==> config.mk <==
export PLATFORM = sky130hd
export DESIGN_NAME = sync_fifo_v2
export DESIGN_NICKNAME = d
export VERILOG_FILES = /design/src/rtl/sync_fifo_v2.sv
export SDC_FILE = /design/constraint.sdc
export NUM_CORES = 1
export LEC_CHECK = 0
export CORE_MARGIN = 2
export CORE_UTILIZATION = 35
export CTS_CLUSTER_SIZE = 24
export DETAILED_ROUTE_END_ITERATION = 6
export PLACE_DENSITY = 0.5
export SLEW_MARGIN = 20
export SYNTH_ARGS = -nofsm -noshare
export SYNTH_HDL_FRONTEND = slang
export SYNTH_SLANG_ARGS = --single-unit
==> constraint.sdc <==
create_clock -name clk -period 2.5 [get_ports clk]
set_input_delay 0.5 -clock clk [delete_from_list [all_inputs] [get_ports clk]]
set_output_delay 0.5 -clock clk [all_outputs]
set_load 0.005 [all_outputs]
==> src/rtl/sync_fifo_v2.sv <==
// Single-clock FIFO with any depth >= 2, occupancy count and threshold flags,
// sticky error flags, synchronous clear, and a standard or first-word-fall-through read port.
module sync_fifo_v2 #(
  parameter int DEPTH         = 8,
  parameter int DATA_WIDTH    = 8,
  parameter int AFULL_THRESH  = DEPTH - 1,
  parameter int AEMPTY_THRESH = 1,
  parameter int FWFT          = 0
) (
  input  logic                           clk,
  input  logic                           rst,
  input  logic                           clr,
  input  logic                           wren,
  input  logic [DATA_WIDTH-1:0]          i_data,
  input  logic                           rden,
  output logic [DATA_WIDTH-1:0]          o_data,
  output logic [$clog2(DEPTH+1)-1:0]     count,
  output logic                           full,
  output logic                           empty,
  output logic                           almost_full,
  output logic                           almost_empty,
  output logic                           overflow,
  output logic                           underflow
);

  localparam int CW = $clog2(DEPTH + 1);
  localparam int PW = $clog2(DEPTH);
  localparam logic [CW-1:0] DEPTH_C  = CW'(DEPTH);
  localparam logic [CW-1:0] AFULL_C  = CW'(AFULL_THRESH);
  localparam logic [CW-1:0] AEMPTY_C = CW'(AEMPTY_THRESH);
  localparam logic [PW-1:0] LAST_C   = PW'(DEPTH - 1);

  logic [DATA_WIDTH-1:0] mem [DEPTH];
  logic [PW-1:0]         rd_ptr_reg;
  logic [PW-1:0]         wr_ptr_reg;
  logic [CW-1:0]         count_reg;
  logic                  overflow_reg;
  logic                  underflow_reg;
  logic                  rd_acc;
  logic                  wr_acc;

  // Explicit wrap so non-power-of-two depths never touch unused slots.
  function automatic logic [PW-1:0] next_ptr(input logic [PW-1:0] p);
    return (p == LAST_C) ? '0 : p + 1'b1;
  endfunction

  assign full         = (count_reg == DEPTH_C);
  assign empty        = (count_reg == '0);
  assign almost_full  = (count_reg >= AFULL_C);
  assign almost_empty = (count_reg <= AEMPTY_C);
  assign count        = count_reg;
  assign overflow     = overflow_reg;
  assign underflow    = underflow_reg;

  // A read on a full FIFO frees the slot the concurrent write lands in.
  assign rd_acc = rden & ~empty;
  assign wr_acc = wren & (~full | rden);

  always_ff @(posedge clk or posedge rst) begin
    if (rst) begin
      rd_ptr_reg    <= '0;
      wr_ptr_reg    <= '0;
      count_reg     <= '0;
      overflow_reg  <= 1'b0;
      underflow_reg <= 1'b0;
    end else if (clr) begin
      rd_ptr_reg    <= '0;
      wr_ptr_reg    <= '0;
      count_reg     <= '0;
      overflow_reg  <= 1'b0;
      underflow_reg <= 1'b0;
    end else begin
      if (rd_acc) rd_ptr_reg <= next_ptr(rd_ptr_reg);
      if (wr_acc) wr_ptr_reg <= next_ptr(wr_ptr_reg);
      case ({wr_acc, rd_acc})
        2'b10:   count_reg <= count_reg + 1'b1;
        2'b01:   count_reg <= count_reg - 1'b1;
        default: count_reg <= count_reg;
      endcase
      if (wren & full & ~rden) overflow_reg  <= 1'b1;
      if (rden & empty)        underflow_reg <= 1'b1;
    end
  end

  always_ff @(posedge clk) begin
    if (wr_acc && !clr) mem[wr_ptr_reg] <= i_data;
  end

  generate
    if (FWFT != 0) begin : g_fwft
      assign o_data = mem[rd_ptr_reg];
    end else begin : g_std
      logic [DATA_WIDTH-1:0] o_data_reg;
      always_ff @(posedge clk or posedge rst) begin
        if (rst)                 o_data_reg <= '0;
        else if (rd_acc && !clr) o_data_reg <= mem[rd_ptr_reg];
      end
      assign o_data = o_data_reg;
    end
  endgenerate

endmodule

==> results of run 1 <==
-- layout by cell type (no fill, tap or decap), types with 2 or more instances in the layout --
master           instances
ha_1                     6
clkinv_4                 3
xor2_1                   2
clkinv_2                 2
dfrtp_1                 18
inv_1                    3
clkbuf_8                 9
o21ai_1                  3
clkdlybuf4s50_1         30
nand2b_1                 4
a21oi_1                  7
dfrtp_2                  2
a211oi_1                 2
nor3_1                   4
mux2i_1                 12
or3b_1                   2
mux4_2                  16
edfxtp_1                64
nor2_1                  19
nand2_1                 17
or3_1                    2
buf_4                   26
o21ai_0                  7
nor2b_1                  2
-- per-layer routing --
| layer | vias to the layer above | wire (microns) | track usage [%] | share of wire [%] |
|---|---|---|---|---|
| li1 | 955 | - | - | - |
| met2 | 35 | 3169 | 19.81 | 47 |
| met4 | 0 | 114 | 5.714 | 1.7 |
| met3 | 8 | 225 | 2.870 | 3.3 |
| met5 | - | 0 | 0 | 0 |
| met1 | 981 | 3290 | 18.86 | 48 |
-- repair_timing --
action | in CTS | in global routing
buffers inserted | 1 | 2
hold buffers | 0 | 0
endpoints found under the setup margin | 2 | 2
cloned | 0 | 0
pin swaps | 0 | 0
endpoints found under the hold margin | 0 | 0
resized for setup | 5 | 1
-- worst max-delay path by stage --
stage | from | slack [ns] | cells after the start | end
after floorplan | count[0] | 0.17 | 6 | mem[0][0]
after global placement | rden | 0.10 | 7 | mem[1][6]
after detailed placement | rden | 0.07 | 7 | mem[1][1]
after CTS | count[1] | 0.003 | 4 | empty
after global routing | count[1] | 0.008 | 5 | full
final | count[1] | 0.1 | 5 | full
-- cell type report --
| cell class | count | area [sq um] |
|---|---|---|
| clock buffers | 9 | 123.9 |
| clock inverters | 7 | 75.07 |
| fillers | 912 | 5436 |
| inverters | 4 | 15.01 |
| multi-input cells | 124 | 1082 |
| flip-flops and latches | 84 | 2425 |
| well taps | 133 | 166.4 |
| repair buffers | 56 | 495.5 |
-- cell usage after synthesis, types with 6 or more instances --
| cell | number | area (sq um) |
|---|---|---|
| clkbuf_1 | 6 | 22.52 |
| nand2_1 | 17 | 63.81 |
| mux4_2 | 16 | 360.4 |
| mux2i_1 | 12 | 120.1 |
| dfrtp_1 | 20 | 500.5 |
| edfxtp_1 | 64 | 1922 |
| nor2_1 | 19 | 71.32 |
| ha_1 | 7 | 87.58 |
| o21ai_0 | 7 | 35.03 |
| a21oi_1 | 7 | 35.03 |
-- power groups by stage --
stage                     combinational [W]  clock [W]  sequential [W]
after floorplan                    0.000612          0         0.00174
final                               0.00109   0.000976         0.00177
after global routing                0.00120    0.00107         0.00179
after CTS                           0.00107    0.00100         0.00178
after global placement              0.00102          0         0.00180
after detailed placement            0.00102          0         0.00181
-- cell families after synthesis --
logic type	after synthesis
AND/OR/NAND/NOR	62
multiplexers	29
buffers and inverters	16
AO/OA/AOI/OAI	23
flip-flops	84
adder cells (fa/ha/maj)	7
XOR/XNOR	3
-- through the flow --
stage	power, W	setup WS [ns]	hold slack (ns)	std cells	util [%]
final	0.003837	0.09605	0.4750	417	44.64
after global routing	0.004061	0.007558	0.4959	417	44.64
after CTS	0.003853	0.002943	0.4780	415	44.42
after detailed placement	0.002829	0.07028	0.4700	398	42.16
after global placement	0.002827	0.1039	0.4625	398	42.16
after floorplan	0.002354	0.1671	0.4638	224	-
-- critical path: stages, from the launching register on --
cell,delay (ns)
dfrtp_2,0.43
inv_1,0.11
ha_4,0.18
or2b_1,0.24
nor2_1,0.09
clkdlybuf4s50_1,0.50
==> impl_metrics.json, run 1 <==
{
  "status": "finished clean",
  "crit_type": "reg2out",
  "netlist_instances": 224,
  "numPortBuffers": 30,
  "worstPathArrival_ns": 1.90,
  "antenna_found_initial": 0,
  "peakVddDrop_v": 0.0002933,
  "clk_latency_ns": 0.35,
  "dpl_cell_area_sq_mm": 0.004140,
  "dp_hpwl_microns": 4645,
  "worst_pin_slew_ns": 0.8400,
  "max_slew_margin_pct": 44.00,
  "fin_nets": 299,
  "drive_above_1_share_pct": 23.94,
  "clockPowerShare_pct": 25.4,
  "maxCapViolCount": 0,
  "io_pins": 31,
  "die_area_sq_mm": 0.01098,
  "track_usage_pct": 13.31,
  "synth-xor-area-share_pct": 0.7392,
  "cts_max_level": 3,
  "intPower_w": 0.002737,
  "fin_setup_tns_ns": 0,
  "area_delta_synth_final_pct": 23.30,
  "fp.coreArea_sq_mm": 0.009819,
  "max_freq_mhz": 416.0,
  "p_sw_w": 0.001100,
  "drt_iter0_drc": 96,
  "cp_max_fo": 7,
  "fp-row-count": 36,
  "synth-simple-area-share_pct": 9.117,
  "route.detailed.drc": 0,
  "p_per_area_mw_per_mm2": 875.5,
  "synth_edf_count": 64,
  "fin_area_sq_mm": 0.004383,
  "r2r_setup_slack_ns": 0.42,
  "timing.rr.start": "count[1]",
  "maxSlewViolCount": 0,
  "grt_pass1_vias": 1968,
  "rsz0062_at_grt": "false",
  "cts_max_path_buffers": 2,
  "r2r_cells": 8,
  "clkSinkCount": 84,
  "largest_reg_flops": 64,
  "hp-class": "in2async",
  "async_flop_share_pct": 23.81,
  "setup_viol": 0,
  "avgSynthCellArea_sq_um": 15.87,
  "synth_compound_area_share_pct": 3.766,
  "path_clk_slew_ns": 0.09,
  "cts_tree": "built",
  "crit_required_ns": 2.00,
  "wl_microns": 6800,
  "gp_congestion": 0.7671,
  "die_w_microns": 104.8,
  "yosysSeqAreaShare_pct": 68.15,
  "synthAdderAreaFrac_pct": 2.464,
  "drt-pass1-iter-count": 4,
  "period_share_pct": 96.16,
  "synthesis.area_sq_mm": 0.003555,
  "p_sw_share_pct": 28.67,
  "crit_path_start_kind": "register",
  "routed_via_density": 4.746,
  "num_antenna_cells": 0,
  "grt_pass1_wl_microns": 10890,
  "dr_total_vias": 1979,
  "seqPwrFrac_pct": 46.1,
  "start_util_pct": 36.20,
  "cts_buffers": 9,
  "ys_ff_latch": 84,
  "yosys_most_used_dff": "edfxtp_1",
  "period_needed_ns": 2.404,
  "synth_top_family_by_area": "multiplexers",
  "overflow": 0,
  "die_h_microns": 104.8,
  "p_leak_nw": 1.576,
  "finalHoldViolCount": 0,
  "muxShareOfSynthArea_pct": 13.83,
  "clockRootBuffer": "clkbuf_8",
  "synth_cell_types": 40,
  "ant_nets": 0,
  "grt_start_max_net_pins": 21,
  "end_kind": "primary output",
  "r2r_end": "mem[1][0]",
  "fin_skew_ns": 0.01075,
  "ys_warn_count": 0,
  "syn-num-nets": 244,
  "comb_power_share_pct": 28.4,
  "wl_per_cell_microns": 16.31
}
Power figures use the tool's default switching activity.
==> run 2: changes to the inputs <==
REMOVE_ABC_BUFFERS = 1   (was default)
SKIP_CTS_REPAIR_TIMING = 1   (was default)
==> impl_metrics.json, run 2 (synthesis results as in run 1) <==
{
  "status": "finished clean",
  "max_slew_margin_pct": 44.41,
  "clockRootBuffer": "clkbuf_8",
  "clk_latency_ns": 0.36,
  "period_needed_ns": 2.414,
  "largest_reg_flops": 64,
  "grt_start_max_net_pins": 21,
  "timing.rr.start": "count[1]",
  "r2r_cells": 7,
  "dr_total_vias": 2029,
  "cts_max_level": 3,
  "intPower_w": 0.002846,
  "routed_via_density": 4.937,
  "drive_above_1_share_pct": 21.94,
  "clockPowerShare_pct": 27.8,
  "track_usage_pct": 14.02,
  "seqPwrFrac_pct": 45.1,
  "fin_area_sq_mm": 0.004377,
  "fp-row-count": 36,
  "overflow": 0,
  "max_freq_mhz": 414.3,
  "r2r_setup_slack_ns": 0.48,
  "worstPathArrival_ns": 1.91,
  "wl_per_cell_microns": 17.31,
  "dpl_cell_area_sq_mm": 0.004130,
  "numPortBuffers": 30,
  "cts_max_path_buffers": 2,
  "setup_viol": 0,
  "peakVddDrop_v": 0.0003344,
  "die_h_microns": 104.8,
  "drt_iter0_drc": 189,
  "hp-class": "in2async",
  "wl_microns": 7113,
  "grt_pass1_vias": 2046,
  "cp_max_fo": 7,
  "ant_nets": 0,
  "cts_tree": "built",
  "num_antenna_cells": 0,
  "end_kind": "primary output",
  "crit_path_start_kind": "register",
  "maxSlewViolCount": 0,
  "start_util_pct": 36.20,
  "p_sw_w": 0.001115,
  "rsz0062_at_grt": "false",
  "final_cell_mix": "edfxtp_1, clkdlybuf4s50_1, dfrtp_1",
  "route.detailed.drc": 0,
  "fin_nets": 293,
  "area_delta_synth_final_pct": 23.13,
  "die_area_sq_mm": 0.01098,
  "finalHoldViolCount": 0,
  "utilization_pct": 44.57,
  "p_sw_share_pct": 28.15,
  "crit_required_ns": 2.00,
  "p_per_area_mw_per_mm2": 905.1,
  "clkSinkCount": 84,
  "p_leak_nw": 1.561,
  "gp_congestion": 0.7841,
  "die_w_microns": 104.8,
  "fp.coreArea_sq_mm": 0.009819,
  "fin_skew_ns": 0.01215,
  "fin_setup_tns_ns": 0,
  "worst_pin_slew_ns": 0.8338,
  "maxCapViolCount": 0,
  "cts_buffers": 9,
  "layout_commonest_cell": "edfxtp_1",
  "comb_power_share_pct": 27.1,
  "dp_hpwl_microns": 4963,
  "grt_pass1_wl_microns": 11420,
  "crit_type": "reg2out",
  "r2r_end": "mem[0][2]",
  "path_clk_slew_ns": 0.09,
  "io_pins": 31,
  "antenna_found_initial": 0,
  "period_share_pct": 96.56,
  "drt-pass1-iter-count": 5
}
[run 2: layout make-up]
| cell class | instances | area [sq um] |
|---|---|---|
| inverters | 4 | 15.01 |
| fillers | 922 | 5443 |
| repair buffers | 50 | 462.9 |
| flip-flops and latches | 84 | 2422 |
| well taps | 133 | 166.4 |
| multi-input cells | 124 | 1080 |
| clock buffers | 9 | 123.9 |
| clock inverters | 7 | 106.4 |
[run 2: power groups by stage]
stage	combinational [W]	clock, W	sequential (W)
2_1_floorplan	0.000512	0	0.00181
3_3_place_gp	0.00106	0	0.00182
3_5_place_dp	0.00105	0	0.00182
4_1_cts	0.00106	0.00113	0.00179
5_1_grt	0.00119	0.00118	0.00182
6_report	0.00107	0.00110	0.00179
[run 2: worst max path at each step]
stage / start / endpoint / slack, ns
finish: count[1] / full / 0.09
global route: count[1] / full / 0.005
CTS: count[0] / full / -0.08
detailed placement: rden / mem[0][4] / 0.10
global placement: rden / mem[0][3] / 0.10
floorplan: count[0] / mem[0][0] / 0.17
[run 2: critical path, cell delays in order, from the launching register on]
cell and delay (ns):
dfrtp_1 0.38, inv_1 0.11, ha_4 0.18, or2b_4 0.30
nor2_1 0.09, clkdlybuf4s50_1 0.50
[run 2: metal layers]
layer / vias up / GRT usage (%) / routed length [microns]
li1: 952 / - / -
met5: - / 0 / 0
met2: 54 / 20.22 / 3104
met4: 0 / 6.952 / 188
met1: 1010 / 19.88 / 3425
met3: 13 / 3.244 / 395
[run 2: metrics by stage]
stage          hold slack, ns  worst slack (ns)  std cells  power (W)
3_5_place_dp           0.4730            0.1033        395   0.002878
4_1_cts                0.4845          -0.07789        411   0.003980
5_1_grt                0.5172          0.004971        411   0.004188
6_report               0.4785           0.08602        411   0.003961
3_3_place_gp           0.4673            0.1032        395   0.002878
2_1_floorplan          0.4638            0.1670        212   0.002321
==> run 3: changes to the inputs <==
DONT_BUFFER_PORTS = 1   (was default)
PLACE_DENSITY = 0.46   (was 0.5)
RECOVER_POWER = 50   (was default)
SETUP_SLACK_MARGIN = 0.02   (was default)
==> impl_metrics.json, run 3 (synthesis results as in run 1) <==
{
  "maxSlewViolCount": 0,
  "fill_cells": 944,
  "wl_per_cell_microns": 18.40,
  "antenna_found_initial": 0,
  "num_antenna_cells": 0,
  "worstSetupStartpoint": "count[0]",
  "path_clk_slew_ns": 0.09,
  "drt_iter0_drc": 97,
  "drive_above_1_share_pct": 21.49,
  "hp-class": "in2reg",
  "crit_type": "reg2reg",
  "overflow": 0,
  "rsz0062_at_grt": "false",
  "crit_required_ns": 2.55,
  "cts_tree": "built",
  "io_pins": 31,
  "p_per_area_mw_per_mm2": 848.9,
  "largest_reg_flops": 64,
  "die_h_microns": 104.8,
  "clkSinkCount": 84,
  "die_area_sq_mm": 0.01098,
  "period_share_pct": 88.60,
  "crit_chain": "inv_1 > ha_1 > and4bb_2 > nor3b_1 > nand2_1 > nor3_1 > buf_4",
  "crit_path_start_kind": "register",
  "cts_max_level": 3,
  "max_freq_mhz": 451.5,
  "cp.depth": 7,
  "fin_nets": 258,
  "grt_pass1_wl_microns": 11030,
  "p_leak_nw": 1.400,
  "r2r_cells": 7,
  "dpl_cell_area_sq_mm": 0.003792,
  "cts_buffers": 9,
  "route.detailed.drc": 0,
  "fin_skew_ns": 0.01095,
  "grt_start_max_net_pins": 21,
  "fin_setup_tns_ns": 0,
  "worst_pin_slew_ns": 0.8555,
  "crit_family": "simple AND/OR/NAND/NOR gates",
  "fin_cells": 375,
  "cts_max_path_buffers": 2,
  "routed_via_density": 4.976,
  "start_util_pct": 36.20,
  "fp.coreArea_sq_mm": 0.009819,
  "cp_max_fo": 8,
  "die_w_microns": 104.8,
  "dr_total_vias": 1866,
  "cp_num_buf_inv": 2,
  "peakVddDrop_v": 0.0002900,
  "gp_congestion": 0.7623,
  "slowest_delay_ns": 0.47,
  "clk_latency_ns": 0.35,
  "period_needed_ns": 2.215,
  "final_cell_mix": "edfxtp_1, dfrtp_1, nor2_1",
  "hold-path-cell-count": 1,
  "wl_microns": 6901,
  "ant_nets": 0,
  "finalHoldViolCount": 0,
  "hold_start": "clr",
  "numPortBuffers": 0,
  "end_kind": "register",
  "slowest_stage": "dfrtp_1",
  "fin_ws_ns": 0.2850,
  "place_ws_ns": 0.2955,
  "setup_viol": 0,
  "status": "finished clean",
  "drt-pass1-iter-count": 4,
  "worstPathArrival_ns": 2.27,
  "clockRootBuffer": "clkbuf_8",
  "grt_pass1_vias": 1911,
  "dp.cells": 360,
  "max_slew_margin_pct": 42.90,
  "fin_area_sq_mm": 0.003966,
  "utilization_pct": 40.39,
  "track_usage_pct": 13.53,
  "timing.rr.start": "count[0]",
  "maxCapViolCount": 0,
  "layout_commonest_cell": "edfxtp_1",
  "dp_hpwl_microns": 4642,
  "area_delta_synth_final_pct": 11.58,
  "fp-row-count": 36
}
run 3: cell types whose count changed in the layout (fill, tap and decap cells not counted), sizes merged:
cell	before	now
buf	20	15
clkinv	2	3
bufinv	2	0
clkbuf	9	10
clkdlybuf4s50	30	0
inv	7	6
run 3: layer usage:
layer	GRT usage, %	part of all wire [%]	routed length (microns)	vias to the layer above
li1	-	-	-	875
met1	18.61	49	3355	943
met2	20.64	46	3185	39
met3	3.868	4.1	284	9
met4	4.571	1.1	76	0
met5	0	0	0	-
run 3: path summary, 6_finish.rpt:
check,to,slack [ns]
setup / recovery,mem[1][4],0.29
min in group asynchronous,o_data[7],0.21
setup reg to reg,mem[1][4],0.29
max in group asynchronous,o_data[0],1.75
hold reg to reg,o_data[4],0.51
hold / removal,wr_ptr_reg[0],0.20
run 3: area by class of cell:
type | count | area [sq um] | area share (%)
Multi-Input combinational cell | 124 | 1064 | 26.81
Tap cell | 133 | 166.4 | 4.196
Sequential cell | 84 | 2422 | 61.07
Timing Repair Buffer | 15 | 125.1 | 3.155
Clock buffer | 10 | 137.6 | 3.470
Clock inverter | 5 | 36.28 | 0.9148
Inverter | 4 | 15.01 | 0.3785
run 3: through the flow:
stage | total power, W | hold slack (ns)
2_1_floorplan | 0.002321 | 0.4638
3_3_place_gp | 0.002532 | 0.4977
3_5_place_dp | 0.002537 | 0.5042
4_1_cts | 0.003418 | 0.1807
5_1_grt | 0.003564 | 0.1778
6_report | 0.003367 | 0.2002
run 3: worst register-to-register path, stage by stage (launching register included):
cell and delay, ns:
dfrtp_1 0.47, inv_1 0.09, ha_1 0.28, and4bb_2 0.28, nor3b_1 0.26, nand2_1 0.15
nor3_1 0.15, buf_4 0.23
run 3: where the power goes:
group	internal (W)	total [W]	leakage (nW)	switching, W
Clock	0.000388	0.000880	0.0929	0.000492
Combinational	0.000341	0.000716	0.468	0.000375
Sequential	0.00163	0.00177	0.840	0.000140
